<file path="config.mk">
export PLATFORM = sky130hd
export DESIGN_NAME = solution_reader
export DESIGN_NICKNAME = d
export VERILOG_FILES = /design/src/rtl/solution_reader.sv
export SDC_FILE = /design/constraint.sdc
export NUM_CORES = 1
export LEC_CHECK = 0
export BUFFER_PORTS_ARGS = -buffer_cell sky130_fd_sc_hd__clkbuf_2
export CORE_MARGIN = 1.5
export CORE_UTILIZATION = 30
export DETAILED_ROUTE_END_ITERATION = 7
export HOLD_SLACK_MARGIN = 0.1
export PLACE_DENSITY = 0.48
export SLEW_MARGIN = 20
export SYNTH_ARGS = -nofsm -noshare
export SYNTH_HDL_FRONTEND = slang
export SYNTH_SLANG_ARGS = --single-unit
export TNS_END_PERCENT = 10
</file>
<file path="constraint.sdc">
create_clock -name clk -period 5.8 [get_ports clk]
set_input_delay 1.16 -clock clk [delete_from_list [all_inputs] [get_ports clk]]
set_output_delay 1.16 -clock clk [all_outputs]
set_load 0.1 [all_outputs]
</file>
<file path="src/rtl/solution_reader.sv">
// rtl/solution_reader.sv - reads a solved 8-queens board row by row and streams column indices
//
// Ports:
//   clk        system clock, rising edge
//   rst        synchronous active-low reset
//   start      pulse: board registers hold a complete solution (accepted in IDLE only)
//   out_last   selected board row from the datapath mux, bit k = queen in column k
//   sel        row select driven to the datapath mux
//   busy       high in every state except IDLE
//   col_data   encoded column index of the current row
//   row_idx    row number of the current col_data
//   col_valid  col_data/row_idx valid
//   col_ready  consumer accepts the current beat
//   col_last   high with the beat for the final row
//   done       one-cycle pulse after the final beat is accepted
//   row_err    sticky flag: a captured row was not exactly one-hot
//   sol_count  saturating count of fully delivered solutions

module solution_reader #(
    parameter int ROWS  = 8,
    parameter int IDX_W = 3,
    parameter int CNT_W = 8
) (
    input  logic             clk,
    input  logic             rst,
    input  logic             start,
    input  logic [0:ROWS-1]  out_last,
    output logic [IDX_W-1:0] sel,
    output logic             busy,
    output logic [IDX_W-1:0] col_data,
    output logic [IDX_W-1:0] row_idx,
    output logic             col_valid,
    input  logic             col_ready,
    output logic             col_last,
    output logic             done,
    output logic             row_err,
    output logic [CNT_W-1:0] sol_count
);

    typedef enum logic [1:0] {
        S_IDLE,
        S_READ,
        S_SEND,
        S_DONE
    } state_t;

    localparam logic [IDX_W-1:0] LAST = IDX_W'(ROWS - 1);

    state_t           state;
    state_t           state_nx;
    logic [IDX_W-1:0] ptr;
    logic [IDX_W-1:0] row_buf [ROWS];

    // Row encoder: position of the set bit plus a population count so that
    // empty or multi-queen rows can be flagged and stored as column 0.
    logic [IDX_W-1:0] enc_idx;
    logic [IDX_W:0]   enc_cnt;
    logic             one_hot;

    always_comb begin
        enc_idx = '0;
        enc_cnt = '0;
        for (int k = 0; k < ROWS; k++) begin
            if (out_last[k]) begin
                enc_idx = IDX_W'(k);
                enc_cnt = enc_cnt + (IDX_W+1)'(1);
            end
        end
        one_hot = (enc_cnt == (IDX_W+1)'(1));
    end

    // State register
    always_ff @(posedge clk) begin
        if (!rst) begin
            state <= S_IDLE;
        end else begin
            state <= state_nx;
        end
    end

    // Next-state logic
    always_comb begin
        state_nx = state;
        case (state)
            S_IDLE: if (start) state_nx = S_READ;
            S_READ: if (sel == LAST) state_nx = S_SEND;
            S_SEND: if (col_ready && (ptr == LAST)) state_nx = S_DONE;
            S_DONE: state_nx = S_IDLE;
            default: state_nx = S_IDLE;
        endcase
    end

    // Output decode; col_valid depends on state only, never on col_ready.
    always_comb begin
        busy      = (state != S_IDLE);
        col_valid = (state == S_SEND);
        col_last  = (state == S_SEND) && (ptr == LAST);
        done      = (state == S_DONE);
    end

    assign col_data = row_buf[ptr];
    assign row_idx  = ptr;

    // Datapath: capture, replay pointer, error flag, solution counter
    always_ff @(posedge clk) begin
        if (!rst) begin
            sel       <= '0;
            ptr       <= '0;
            row_err   <= 1'b0;
            sol_count <= '0;
            for (int i = 0; i < ROWS; i++) begin
                row_buf[i] <= '0;
            end
        end else begin
            case (state)
                S_IDLE: begin
                    if (start) begin
                        sel     <= '0;
                        ptr     <= '0;
                        row_err <= 1'b0;
                    end
                end
                S_READ: begin
                    row_buf[sel] <= one_hot ? enc_idx : '0;
                    if (!one_hot) begin
                        row_err <= 1'b1;
                    end
                    sel <= (sel == LAST) ? '0 : sel + IDX_W'(1);
                end
                S_SEND: begin
                    if (col_ready) begin
                        ptr <= (ptr == LAST) ? '0 : ptr + IDX_W'(1);
                    end
                end
                S_DONE: begin
                    if (sol_count != {CNT_W{1'b1}}) begin
                        sol_count <= sol_count + CNT_W'(1);
                    end
                end
                default: ;
            endcase
        end
    end

endmodule
</file>
After elaboration in Yosys (flattened, before gate mapping)
Memory sizes are Yosys's and may differ from the RTL's. A register that Yosys moved wholly into a read port is not among the register bits.
Cells that the tools add are included.
{"block": "word_totals", "reg_bits": 17, "ram_bits": 24, "in_bits": 12, "memories": 1}
{"block": "classes", "addsub": 10, "mux": 38, "reduce_logical": 12, "eq_ne": 12}
{"memory": "row_buf", "depth": 8, "width": 3, "rd": 1, "rd_ports_with_merged_regs": 1, "wr": 8, "line": "52", "rtl": "logic [IDX_W-1:0] row_buf [ROWS];"}
{"op": "3-bit 2-to-1 mux", "count": 15}
{"op": "4-bit by 1-bit adder with 4-bit output (second input constant)", "count": 7}
{"op": "4-bit 2-to-1 mux", "count": 7}
{"op": "3-bit case mux with 2 select lines", "count": 2}
{"op": "1-bit 2-to-1 mux", "count": 9}
{"op": "3-bit AND reduction", "count": 3}
{"op": "8-bit by 1-bit adder with 8-bit output (second input constant)", "count": 1}
{"op": "8-bit inequality test (second input constant)", "count": 1}
{"op": "2-bit case mux with 4 select lines", "count": 1}
{"op": "3-bit by 1-bit adder with 3-bit output (second input constant)", "count": 2}
{"op": "3-bit equality test (second input constant)", "count": 2}
{"op": "2-bit 2-to-1 mux", "count": 3}
{"op": "2-bit inequality test (second input constant)", "count": 3}
{"op": "2-bit nonzero test", "count": 3}
{"op": "2-bit equality test (second input constant)", "count": 2}
{"op": "4-bit by 1-bit equality test with 1-bit output (second input constant)", "count": 1}
{"op": "2-bit by 1-bit inequality test with 1-bit output (second input constant)", "count": 2}
{"op": "2-bit AND reduction", "count": 2}
{"op": "3-bit OR reduction", "count": 1}
{"op": "2-bit by 1-bit equality test with 1-bit output (second input constant)", "count": 1}
{"op": "1-bit logical AND", "count": 2}
{"op": "2-bit logical NOT", "count": 1}
{"op": "1-bit case mux with 2 select lines", "count": 1}

Depth between registers and ports, before layout
Gate-level depths: netlist of run 1.
{"block": "depth", "word_depth": 18, "depth_mapped": 22}

Worst setup path before layout of run 1
Ideal clock, no wire load.
{"block": "synth_path", "kind": "input to register", "startpoint": "input out_last[1] in the netlist's numbering", "endpoint": "memory row_buf[3][1], data pin", "path_stages": 20, "t_arrival_ps": 4836, "slack_ps": 687, "t_required_ps": 5524, "setup_time_ps": 276, "path_cell_list": "inv_1 -> ha_1 -> xor2_1 -> ha_1 -> nand2_1 -> o31ai_1 -> ha_1 -> nor2b_1 -> nor2_1 -> ha_1 -> a22o_1 -> ha_1 -> inv_1 -> a21oi_1 -> ha_1 -> nand2_1 -> nand2_1 -> nor2_1 -> clkbuf_1 -> nor4_2"}
{"item": "start, declared", "line": "27", "rtl": "input logic [0:ROWS-1] out_last,"}
{"item": "end, declared", "line": "52"}

==> results.txt, run 1 <==
The clock group share of total power is 18.0%. The worst setup path is of the in -> reg kind. The clock passes through at most 2 buffers.

The number of enable flip-flop cells after synthesis is 24. In this run, flip-flops and latches consume 33.7% of the power. Counting the fill cells in the layout gives 1,010.

The cell area after technology mapping is 2958 um^2. The run finished with clean final reports. The die extent in x came out at 102.3 um. The total half-perimeter wirelength after legalization and detailed placement came out at 4741 um. The clock net sink count came out at 44.

The number of buffers inserted by hold repair at cts came out at 0. Clock tree synthesis selected as its root buffer the cell sky130_fd_sc_hd__clkbuf_8. After floorplanning, the core was sized to cover 9684 um^2. Leaving out fill and tap cells, the most frequent cells in the layout are 50 x sky130_fd_sc_hd__nand2_1, 33 x sky130_fd_sc_hd__clkbuf_2, 26 x sky130_fd_sc_hd__nor2_1. Setup total negative slack on the finished layout was measured at 0 ns.

In the final routed layout, each cell accounts on average for 13.22 um. The register cell area after layout came out at 1121 um^2. The number of rows in the core area is 36. During placement, the flow inserted port buffers numbering 33. Net switching is 46.83% of the power. Setup repair after global routing left no endpoint under its margin. Of the cells placed in the final design, the portion with a size suffix greater than 1 is 22.59%.

The clock tree from TritonCTS is built. The critical path launch point type is a primary input. The time the final worst path needs with I/O delays and setup is 5.330 ns. In this run the critical register-to-register path is launched from state[0]$_SDFFE_PN0P_. The total of cells resized after clock tree synthesis came out at 0. The area of the multi-input gates came out at 1682 um^2. The total net switching power came out at 523.2 uW.

The detailed-route DRC error count came out at 0. The library cell used most frequently in the layout, excluding fill and tap cells, is sky130_fd_sc_hd__nand2_1. The CTS clock-pin slew for the worst setup and hold paths came out at 0.08 ns. The initial utilization of the core area, before any placement, comes to 30.54%. The most frequently used flop master after synthesis is sky130_fd_sc_hd__edfxtp_1. Detailed routing inserted a total of 2,224 vias.

The required time of the worst setup path came out at 5.88 ns. The async set or reset register ratio after synthesis is 0%. Global routing used 12.83% of the available tracks across all layers. The Yosys step of the flow raised 0 warnings.

The area added between synthesis and finish came out at 11.63%. The final hold violation count came out at 0. The number of antenna diodes is 0.

The later pin in the worst-skew pair is clocked with a latency of 0.30 ns. STA classifies the critical path endpoint as a register. The max-cap check violation count is 0. The source of the worst hold timing path is row_idx[2]$_SDFFE_PN0P_. The final setup violation count came out at 0.

Data on the critical path arrives at its endpoint at 5.41 ns. The post-synthesis register bit count is 44. The post-CTS setup-driven buffer insertion count is 0. The die covers 10,460 um^2.

The maximum number of pins on one net before global-route repair came out at 30. The part of the total power dissipated in combinational logic is 48.3%. The mean instance size in the synthesized netlist is 9.730 um^2. The final-layout worst hold slack came out at 0.5289 ns. After technology mapping, the gate count stands at 304.

The post-route clock skew came out at 0.008411 ns. The top fanout value on the critical path came out at 25. At the end of routability-driven placement, the weighted congestion stood at 0.7504. The die height came out at 102.3 um. The final routed wirelength across all metal layers came out at 6149 um.

The net count of the finished layout is 360. The power per cell area came out at 338.4 nW/um^2. The analysis attributes to cell leakage a power of 1.237 nW. The via density per instance is 4.783. The number of antenna violations at the first check in global routing came out at 0. The remaining global-route overflow came out at 0. The total CTS buffers came out at 5. The maximum clock frequency came out at 187.6 MHz. The class of the tightest hold or removal check is reg -> reg. After layout, the worst path uses 91.90% of the clock period. The internal power of the cells totals 594.0 uW. The sequential share of the synthesized area came out at 37.90%.

The max-slew violation total from the final report came out at 0. The first global-routing pass estimated 10,620 um of wire. The number of detailed-routing iterations run before antenna repair is 4. The most critical setup path has its startpoint at out_last[1]. The via count of the first global-routing pass is 2,211.

IR analysis of the VDD net gives a maximum drop of 0.0001211 V. The number of distinct library cells after synthesis came out at 54. The top-level I/O count came out at 34. The actual transition at the worst max-transition pin came out at 1.074 ns.

The worst relative slew slack came out at 27.78%. The first routing iteration left 88 violations. The number of antenna-violating nets in the routed design is 0. The number of H-tree levels is 2. When the netlist entered floorplanning its net count stood at 333.
worst max-delay path, cell delays in order:
cell and delay [ns]:
sky130_fd_sc_hd__clkbuf_2 0.10, sky130_fd_sc_hd__inv_1 0.04, sky130_fd_sc_hd__ha_1 0.35, sky130_fd_sc_hd__xor2_1 0.18
sky130_fd_sc_hd__ha_1 0.34, sky130_fd_sc_hd__nand2_1 0.06, sky130_fd_sc_hd__o31ai_1 0.09, sky130_fd_sc_hd__ha_1 0.32
sky130_fd_sc_hd__nor2b_1 0.15, sky130_fd_sc_hd__nor2_1 0.06, sky130_fd_sc_hd__ha_1 0.28, sky130_fd_sc_hd__a22o_1 0.26
sky130_fd_sc_hd__ha_1 0.28, sky130_fd_sc_hd__inv_1 0.05, sky130_fd_sc_hd__a21oi_1 0.14, sky130_fd_sc_hd__ha_1 0.16
sky130_fd_sc_hd__nand2_1 0.09, sky130_fd_sc_hd__xor2_1 0.18, sky130_fd_sc_hd__a311oi_4 0.34, sky130_fd_sc_hd__nand3_4 0.33
sky130_fd_sc_hd__nor4_1 0.44
power groups by stage:
stage	registers (mW)	logic, mW	clock network [mW]
after floorplan	0.423	0.427	0
after global placement	0.384	0.537	0
after detailed placement	0.385	0.544	0
after CTS	0.377	0.545	0.208
after global routing	0.381	0.592	0.222
final	0.376	0.539	0.202
sequential cells by signal (all words and copies together) (netlist names), named ones only:
register   flops
row_buf       24
state          2
row_idx        3
sel            3
row_err        1
sol_count      8
layout make-up:
cell class | instances | share of cell area [%]
Sequential cell | 44 | 33.95
Clock buffer | 7 | 2.615
Clock inverter | 1 | 0.1895
Tap cell | 133 | 5.040
Multi-Input combinational cell | 230 | 50.93
Timing Repair Buffer | 36 | 5.684
Inverter | 14 | 1.592
per-layer routing:
layer	up-vias	wire, um	track usage, %
li1	1151	-	-
met1	1026	3104	17.39
met2	41	2772	21.24
met3	6	195	2.052
met4	0	77	3.477
met5	-	0	0
path summary, 6_finish.rpt:
path,to,slack (ns),cells past startpoint
hold / removal,register,0.53,2
hold reg to reg,register,0.53,2
setup / recovery,row_buf[0][2]$_SDFFCE_PN0P_,0.47,21
setup reg to reg,register,3.67,6
kinds of logic (layout without fill, tap and decap cells):
logic type / after synthesis / in the layout / synth area share, %
adders and majority gates: 17 / 17 / 7.191
DFF: 44 / 44 / 37.90
muxes: 11 / 11 / 6.387
xor gates and xnor gates: 15 / 15 / 5.838
AOI/OAI and AO/OA: 41 / 41 / 10.07
buffers and inverters: 30 / 58 / 5.414
and+or+nand+nor: 146 / 146 / 27.20
per-stage QoR:
step           power, mW  utilization [%]  cell area, um^2  setup WS [ns]  instances
2_1_floorplan     0.8504                -             2958         0.6872        304
3_3_place_gp      0.9211            33.14             3209         0.2489        457
3_5_place_dp      0.9284            33.14             3209         0.1174        457
4_1_cts            1.131            34.10             3302         0.4408        465
5_1_grt            1.194            34.10             3302        0.07261        465
6_report           1.117            34.10             3302         0.4700        465
synthesized netlist by cell type (all sizes together) (2+ instances only):
| cell | count | area [um^2] |
|---|---|---|
| a211oi | 2 | 15.01 |
| a21boi | 5 | 37.54 |
| a21oi | 6 | 30.03 |
| a22o | 2 | 17.52 |
| a22oi | 2 | 15.01 |
| a311oi | 2 | 35.04 |
| and2 | 7 | 43.79 |
| and3 | 2 | 12.51 |
| buf | 9 | 81.32 |
| clkbuf | 7 | 26.28 |
| dfxtp | 20 | 400.4 |
| edfxtp | 24 | 720.7 |
| ha | 17 | 212.7 |
| inv | 14 | 52.55 |
| mux2 | 3 | 33.78 |
| mux2i | 2 | 20.02 |
| mux4 | 6 | 135.1 |
| nand2 | 50 | 187.7 |
| nand2b | 3 | 18.77 |
| nand3 | 9 | 57.56 |
| nand4 | 5 | 31.28 |
| nor2 | 26 | 97.59 |
| nor2b | 7 | 43.79 |
| nor3 | 6 | 30.03 |
| nor4 | 24 | 225.2 |
| o21ai | 10 | 50.05 |
| o31ai | 4 | 30.03 |
| or2 | 2 | 12.51 |
| or3 | 2 | 12.51 |
| or4b | 2 | 23.77 |
| xnor2 | 10 | 113.9 |
| xor2 | 4 | 35.03 |
(Power assumes the default switching activity.)
==> run 2: changes to the inputs <==
--- a/config.mk
+++ b/config.mk
@@ -5,12 +5,16 @@
 export SDC_FILE = /design/constraint.sdc
 export NUM_CORES = 1
 export LEC_CHECK = 0
+export ABC_AREA = 1
 export BUFFER_PORTS_ARGS = -buffer_cell sky130_fd_sc_hd__clkbuf_2
+export CELL_PAD_IN_SITES_DETAIL_PLACEMENT = 1
+export CELL_PAD_IN_SITES_GLOBAL_PLACEMENT = 2
 export CORE_MARGIN = 1.5
 export CORE_UTILIZATION = 30
 export DETAILED_ROUTE_END_ITERATION = 7
 export HOLD_SLACK_MARGIN = 0.1
-export PLACE_DENSITY = 0.48
+export PLACE_DENSITY = 0.73
+export SKIP_CTS_REPAIR_TIMING = 1
 export SLEW_MARGIN = 20
 export SYNTH_ARGS = -nofsm -noshare
 export SYNTH_HDL_FRONTEND = slang
==> run 2 against run 1 <==
Count of clock-buffer cells in the layout down 1. Fmax is 7.1% higher. Hold slack worse by 0.050 ns. Routed wire length is 1.3% higher. Utilization up 1.3 points. Critical endpoint unchanged. Via count increased by 2.8%.
==> results.txt, run 2 <==
The routed layout has 2,286 vias. In the post-synthesis netlist, the biggest area contributors are sky130_fd_sc_hd__edfxtp_1 27%, sky130_fd_sc_hd__dfxtp_1 15%, sky130_fd_sc_hd__nand2_1 9.9%. Following the worst setup path forward leads to its endpoint at row_buf[0][2]$_SDFFCE_PN0P_. The count of nets after finishing came out at 414. In the final layout, the registers with the most flip-flops are row_buf: 24 flops, sol_count: 8 flops. The number of antenna violations at the first check in global routing was 0.

The flow ran to the end, and the final reports show no timing, DRC or antenna violations. By instance count, the cell type seen most on the critical path is sky130_fd_sc_hd__nand2_1. The max-cap check violation count is 0. The final routed wirelength across all metal layers came out at 6228 um. The initial standard-cell utilization of the core came out at 31.00%. The critical path is of the in -> reg type. The number of antenna-violating nets in the routed design is 0.

The beginning of the worst register-to-register path is sol_count[0]$_SDFFE_PN0P_. The number of detailed-routing iterations run before antenna repair is 4. The buffer type at the clock tree root is sky130_fd_sc_hd__clkbuf_8. The total overflow left after global routing is 0. The max-slew violation total from the final report is 0.

The adder-cell area share of the yosys netlist is 7.830%. Summing the areas of all xor and xnor instances in the mapped netlist gives 0.3224% of the synthesized area. The reg2reg setup slack came out at 3.79 ns. The critical path launch point type is a primary input. The synthesized design contains 44 register bits. The detailed-route DRC error count came out at 0. The number of distinct library cells after synthesis came out at 33.

The time the final worst path needs with I/O delays and setup is 4.975 ns. The worst relative slew slack came out at 60.27%. The register with the most flip-flops in the final layout is row_buf. The final setup violation count came out at 0. The average routed wire per standard cell is 12.61 um. Counting every instance in the synthesized netlist gives 349. The slowest stage of the critical path is the sky130_fd_sc_hd__ha_1 cell.

The total half-perimeter wirelength after legalization and detailed placement is 5130 um. The share of Yosys cell area claimed by the top area cell type is 26.53%. TritonCTS built the clock tree. The via density per instance is 4.628.

The non-filler instance count after layout came out at 494. The die extent in x is 98.16 um. The most frequently used flop master after synthesis is sky130_fd_sc_hd__edfxtp_1. The class of the tightest hold or removal check is reg -> reg. The mean instance size in the synthesized netlist came out at 7.783 um^2.

The number of fill cells in the layout is 1,093. Measured in cells, the most critical reg-to-reg path has a length of 13. The instance count on the critical path is 28. The post-layout total power is 1.121 mW.

The number of warnings reported in the yosys synthesis log is 0. The final hold violation count came to 0. The part of the total power dissipated in combinational logic is 47.1%. The via count of the first global-routing pass is 2,356. The sequential share of the synthesized area is 41.27%. The maximum clock frequency came out at 201.0 MHz. Entering global routing, the biggest net connects 20 pins.

The number of cells in the design after placement is 486. The share of cells above drive strength 1 came out at 18.65%. The worst register-to-register path ends at sol_count[7]$_SDFFE_PN0P_. The total CTS buffers came out at 5. Setup repair after global routing left no endpoint under its margin.

The leading cell type in the layout, fill and taps excluded is sky130_fd_sc_hd__nand2_1. Among cell families on the critical path, the largest total delay comes from simple AND/OR/NAND/NOR gates. After synthesis, the share of flip-flops with an asynchronous set or reset is 0%.

Of the total synthesized cell area, the portion taken by AND, OR, NAND and NOR gates is 32.75%. The top-level I/O count came out at 34. The insertion delay to the later sink of the worst-skew pair is 0.30 ns.

The detailed router finished its first iteration with 35 violations. Buffers placed on the I/O ports in this run total 33. The cell-internal power is 571.6 uW. The period utilization came out at 85.78%. Summed over all cells, the static leakage comes to 1.388 nW.

The fraction of power consumed by sequential logic came out at 34.7%. The die height came out at 98.16 um. Adding up every negative setup slack in the final design gives 0 ns. The actual transition at the worst max-transition pin came out at 0.5897 ns. The core area came out at 8763 um^2.

CTS saw 44 sinks. The cell area after technology mapping is 2716 um^2. Measured against the total synthesized area, the mux share comes to 0%.

The finished cells cover 3099 um^2. The post-synthesis compound-gate area fraction is 10.64%. The post-route clock skew came out at 0.004372 ns. The number of nets handed over by synthesis was 378.

The top cell types in the final layout, fill and taps aside, are 72 x sky130_fd_sc_hd__nand2_1, 62 x sky130_fd_sc_hd__nor2_1, 46 x sky130_fd_sc_hd__inv_1. The CTS clock-pin slew for the worst setup and hold paths is 0.08 ns. The die covers 9634 um^2. The clock group share of total power came out at 18.2%. The area of the multi-input gates came out at 1400 um^2. The proportion of total power due to net switching came out at 49.00%. The number of enable flip-flop cells after synthesis is 24. The data arrival time of the worst path is 5.03 ns.

The most numerous cell in the Yosys netlist is sky130_fd_sc_hd__nand2_1. The global-route wire length before repair came out at 10,960 um. The number of flip-flops under the largest register name is 24. CTS built an H-tree with a depth of 2. The total net switching power came out at 549.1 uW.

The number of rows in the core area is 34. The maximum count of clock buffers along a single path came out at 2. The commonest cells after synthesis are 72 x sky130_fd_sc_hd__nand2_1, 62 x sky130_fd_sc_hd__nor2_1, 46 x sky130_fd_sc_hd__inv_1. The total buffers and inverters traversed by the critical path is 6.

VDD sags by at most 0.0001705 V. On the worst path, the slowest cell contributes a delay of 0.32 ns. By area, the combinational part of the netlist is dominated by simple AND/OR/NAND/NOR gates. STA classifies the critical path endpoint as a register. The global placement routability congestion came out at 0.7915. The most critical setup path has its startpoint at out_last[1].

The area added between synthesis and finish is 14.09%. The placed standard-cell area is 3002 um^2. Global routing used 13.85% of the available tracks. In the final layout, flip-flops and latches occupy 1121 um^2.

In this run the worst path has a maximum fanout of 8. The required time of the worst setup path is 5.85 ns. The library cell with the largest summed area after synthesis is sky130_fd_sc_hd__edfxtp_1. Power spread over the standard cell area amounts to 361.6 nW/um^2. The number of antenna diodes is 0.
run 2: changes by cell type after synthesis, sizes merged, moves of 10 or more:
cell	delta
nor2	+39
inv	+34
nand2	+34
nor4	-23
o21ai	+16
nand3	+14
xnor2	-10
run 2: cells by family (layout without fill, tap and decap cells):
kind of cell	Yosys count	count (layout)
buffers and inverters	52	89
adder cells (fa/ha/maj)	17	17
AO/OA/AOI/OAI	51	51
flip-flops	44	44
AND/OR/NAND/NOR	184	184
XOR/XNOR	1	1
run 2: per-layer routing:
metal  global-route usage, %  vias up  routed length, um
li1                        -     1205                  -
met1                   17.84     1055               3001
met2                   24.19       21               3034
met3                   2.219        5                139
met4                   3.575        0                 53
met5                       0        -                  0
run 2: area by class of cell:
class / instances / area share (%)
sequential: 44 / 36.17
tap: 108 / 4.360
clock inverter: 2 / 0.4845
clock buffer: 6 / 2.665
timing repair buffer: 33 / 5.329
multi-input combinational: 253 / 45.18
inverter: 48 / 5.813
run 2: worst min path at each step:
| stage | startpoint | to | slack, ns | cells after the start |
|---|---|---|---|---|
| 3_3_place_gp | row_err$_SDFFE_PN0P_ | row_err$_SDFFE_PN0P_ | 0.45 | 2 |
| 4_1_cts | row_err$_SDFFE_PN0P_ | row_err$_SDFFE_PN0P_ | 0.48 | 2 |
| 6_report | row_err$_SDFFE_PN0P_ | row_err$_SDFFE_PN0P_ | 0.48 | 2 |
| 5_1_grt | row_err$_SDFFE_PN0P_ | row_err$_SDFFE_PN0P_ | 0.52 | 2 |
| 2_1_floorplan | state[1]$_SDFFE_PN0P_ | state[1]$_SDFFE_PN0P_ | 0.51 | 2 |
| 3_5_place_dp | row_err$_SDFFE_PN0P_ | row_err$_SDFFE_PN0P_ | 0.47 | 2 |
run 2: power by group through the flow:
| stage | Sequential, mW | Combinational [mW] | Clock (mW) |
|---|---|---|---|
| after floorplan | 0.479 | 0.356 | 0 |
| after global placement | 0.396 | 0.529 | 0 |
| after detailed placement | 0.396 | 0.535 | 0 |
| after CTS | 0.389 | 0.537 | 0.213 |
| after global routing | 0.395 | 0.582 | 0.220 |
| final | 0.388 | 0.528 | 0.204 |
run 2: worst min-delay path, stage by stage, from the launching register on:
cell and delay (ns):
sky130_fd_sc_hd__dfxtp_1 0.33, sky130_fd_sc_hd__inv_1 0.07, sky130_fd_sc_hd__a21oi_2 0.05
run 2: per-stage QoR:
step                      setup WS, ns  hold WS (ns)  util (%)
final                           0.8247        0.4790     35.37
after global placement          0.5397        0.4487     34.25
after global routing            0.5057        0.5179     35.37
after detailed placement        0.4532        0.4657     34.25
after floorplan                 0.8612        0.5131         -
after CTS                       0.7804        0.4822     35.37
==> run 3: changes to the inputs <==
==> constraint.sdc (replaced) <==
create_clock -name clk -period 5.5 [get_ports clk]
set_input_delay 1.1 -clock clk [delete_from_list [all_inputs] [get_ports clk]]
set_output_delay 1.1 -clock clk [all_outputs]
set_load 0.1 [all_outputs]
==> run 3 against run 2 <==
Hold slack got worse by 0.0055 ns. Count of clock-buffer cells in the layout did not move. Critical endpoint is now row_buf[7][1]$_SDFFCE_PN0P_. Sequential power rose by 5.7%.
==> results.txt, run 3 (synthesis gave the netlist of run 2 again) <==
In the final layout, the registers with the most flip-flops are row_buf: 24 flops, sol_count: 8 flops. Pin placement for this block handled 34 I/O pins. Dividing the detail-routed via count by the number of cells gives 4.644. Leaving out fill and tap cells, the most frequent cell in the layout is sky130_fd_sc_hd__nand2_1. The average routed wire per standard cell came out at 12.56 um.

The required time of the worst setup path is 5.55 ns. The initial standard-cell utilization of the core is 31.00%. The run finished with clean final reports. The number of antenna-violating nets in the routed design came out at 0.

Setup slack closes at 0.5690 ns. For the pin with the worst max-slew slack, the measured transition is 0.6072 ns. From synthesis to final layout, the design area changed by 14.09%.

The number of H-tree levels is 2. The insertion delay to the later sink of the worst-skew pair is 0.30 ns. Before antenna repair, the detailed router went through 4 iterations. The worst vdd rail ir drop is 0.0001889 V. In this run the standard cell core region covers 8763 um^2. The number of flip-flops under the largest register name came out at 24. Data on the critical path arrives at its endpoint at 4.98 ns. Detailed routing inserted a total of 2,294 vias. The fraction of power consumed by sequential logic is 34.7%. The post-layout total power came out at 1.182 mW. Across all register-to-register paths, the minimum setup slack is 3.49 ns. The via count of the first global-routing pass is 2,367. The die extent in x came out at 98.16 um. STA classifies the critical path startpoint as a primary input. The number of antenna violations at the first check in global routing came out at 0. The max-cap check violation count came out at 0. The final hold violation count was 0. The final-layout worst hold slack is 0.4735 ns. The clock net sink count is 44. After detailed routing, the number of remaining DRC violations is 0. The max-slew violation total from the final report is 0. The number of antenna diodes is 0. The number of cells in the design after placement came out at 486.

The register name with the most flops is row_buf. Entering global routing, the biggest net connects 20 pins. The maximum count of clock buffers along a single path came out at 2. After the last flow step, the layout net total stands at 414. The proportion of total power due to net switching came out at 49.03%. In the layout the commonest cells are 72 x sky130_fd_sc_hd__nand2_1, 62 x sky130_fd_sc_hd__nor2_1, 46 x sky130_fd_sc_hd__inv_1.

Measured along the y axis, the die boundary spans 98.16 um. The number of clock buffers added by TritonCTS is 5. The final routed wirelength across all metal layers is 6206 um.

The count of port buffers added during placement is 33. The number of DRC violations after detailed-routing iteration 0 came out at 34. TritonCTS built the clock tree. The worst setup path is of the in -> reg kind. The final setup violation count came out at 0.

The global-route wire length before repair came out at 10,880 um. The worst relative slew slack came out at 59.09%. The global-route total usage across every layer is 13.70%.

The remaining global-route overflow came out at 0. Dividing total power by cell area gives a power density of 381.5 nW/um^2. Across the routed clock network, the largest skew measured is 0.007718 ns. Setup repair after global routing left no endpoint under its margin. For this run, the number of standard cells in the final layout without fillers is 494. The congestion estimate from routability-driven global placement came to 0.7913. For this design the total switching power over the nets is 579.7 uW.

Internal power comes to 602.7 uW. The worst setup path is captured at a register. The top fanout value on the critical path came out at 8. The number of rows in the core area came out at 34.

The period utilization is 89.65%. The clock group share of total power came out at 18.0%. The time the final worst path needs with I/O delays and setup came out at 4.931 ns.

The worst setup slack after placement is 0.2111 ns. Clock-pin slew was measured on the worst setup and hold paths at 0.09 ns. The share of cells above drive strength 1 came out at 18.65%. Per report_power, the combinational group accounts for 47.3% of the total. Adding up every negative setup slack in the final design gives 0 ns. The path class of the tightest hold or removal check is reg -> reg. The buffer type at the clock tree root is sky130_fd_sc_hd__clkbuf_8. The leakage dissipation is 1.388 nW. Detailed placement finished with a half-perimeter wire length of 5122 um. The maximum clock frequency is 202.8 MHz.

The area enclosed by the die boundary is 9634 um^2.
[run 3: per-stage QoR]
stage | util, % | cell area [um^2]
2_1_floorplan | - | 2716
3_3_place_gp | 34.25 | 3002
3_5_place_dp | 34.25 | 3002
4_1_cts | 35.37 | 3099
5_1_grt | 35.37 | 3099
6_report | 35.37 | 3099
[run 3: layout make-up]
class / count / area [um^2]
tap: 108 / 135.1
inverter: 48 / 180.2
clock buffer: 6 / 82.58
fill: 1121 / 5664
clock inverter: 2 / 15.01
multi-input combinational: 253 / 1400
sequential: 44 / 1121
timing repair buffer: 33 / 165.2
[run 3: worst paths after layout]
check                                              endpoint  cells past startpoint                 startpoint
worst max-delay path            row_buf[7][1]$_SDFFCE_PN0P_                     28                out_last[1]
worst min-delay path                   row_err$_SDFFE_PN0P_                      2       row_err$_SDFFE_PN0P_
worst max register to register    sol_count[7]$_SDFFE_PN0P_                     13  sol_count[0]$_SDFFE_PN0P_
worst min register to register         row_err$_SDFFE_PN0P_                      2       row_err$_SDFFE_PN0P_
[run 3: worst max-delay path: stages]
cell and delay [ns]:
sky130_fd_sc_hd__clkbuf_2 0.09, sky130_fd_sc_hd__inv_1 0.05, sky130_fd_sc_hd__ha_1 0.33, sky130_fd_sc_hd__inv_1 0.07, sky130_fd_sc_hd__nand2_1 0.09, sky130_fd_sc_hd__nand2_1 0.06
sky130_fd_sc_hd__ha_1 0.26, sky130_fd_sc_hd__nand2_1 0.08, sky130_fd_sc_hd__nand2_1 0.08, sky130_fd_sc_hd__ha_1 0.26, sky130_fd_sc_hd__or2_1 0.24, sky130_fd_sc_hd__nand2_1 0.11
sky130_fd_sc_hd__inv_1 0.05, sky130_fd_sc_hd__ha_1 0.28, sky130_fd_sc_hd__or2_2 0.30, sky130_fd_sc_hd__nand2_2 0.08, sky130_fd_sc_hd__inv_1 0.04, sky130_fd_sc_hd__ha_1 0.25
sky130_fd_sc_hd__or2_2 0.29, sky130_fd_sc_hd__nand2_1 0.08, sky130_fd_sc_hd__inv_1 0.04, sky130_fd_sc_hd__ha_1 0.19, sky130_fd_sc_hd__nand2_1 0.07, sky130_fd_sc_hd__nand3_1 0.09
sky130_fd_sc_hd__o21ai_2 0.12, sky130_fd_sc_hd__nor2_8 0.09, sky130_fd_sc_hd__nand3_4 0.12, sky130_fd_sc_hd__nor2_1 0.06
[run 3: power by group through the flow]
stage,Clock [mW],Combinational (mW),Sequential (mW)
3_5_place_dp,0,0.565,0.418
4_1_cts,0.220,0.568,0.411
2_1_floorplan,0,0.375,0.505
5_1_grt,0.231,0.616,0.416
6_report,0.213,0.559,0.410
3_3_place_gp,0,0.557,0.417
[run 3: layer usage]
layer / part of all wire [%] / wire, um / track usage [%] / vias up
met5: 0 / 0 / 0 / -
met4: 1.1 / 70 / 3.900 / 0
met3: 2.4 / 149 / 2.076 / 7
met2: 49 / 3024 / 24.46 / 26
met1: 48 / 2961 / 17.13 / 1056
li1: - / - / - / 1205
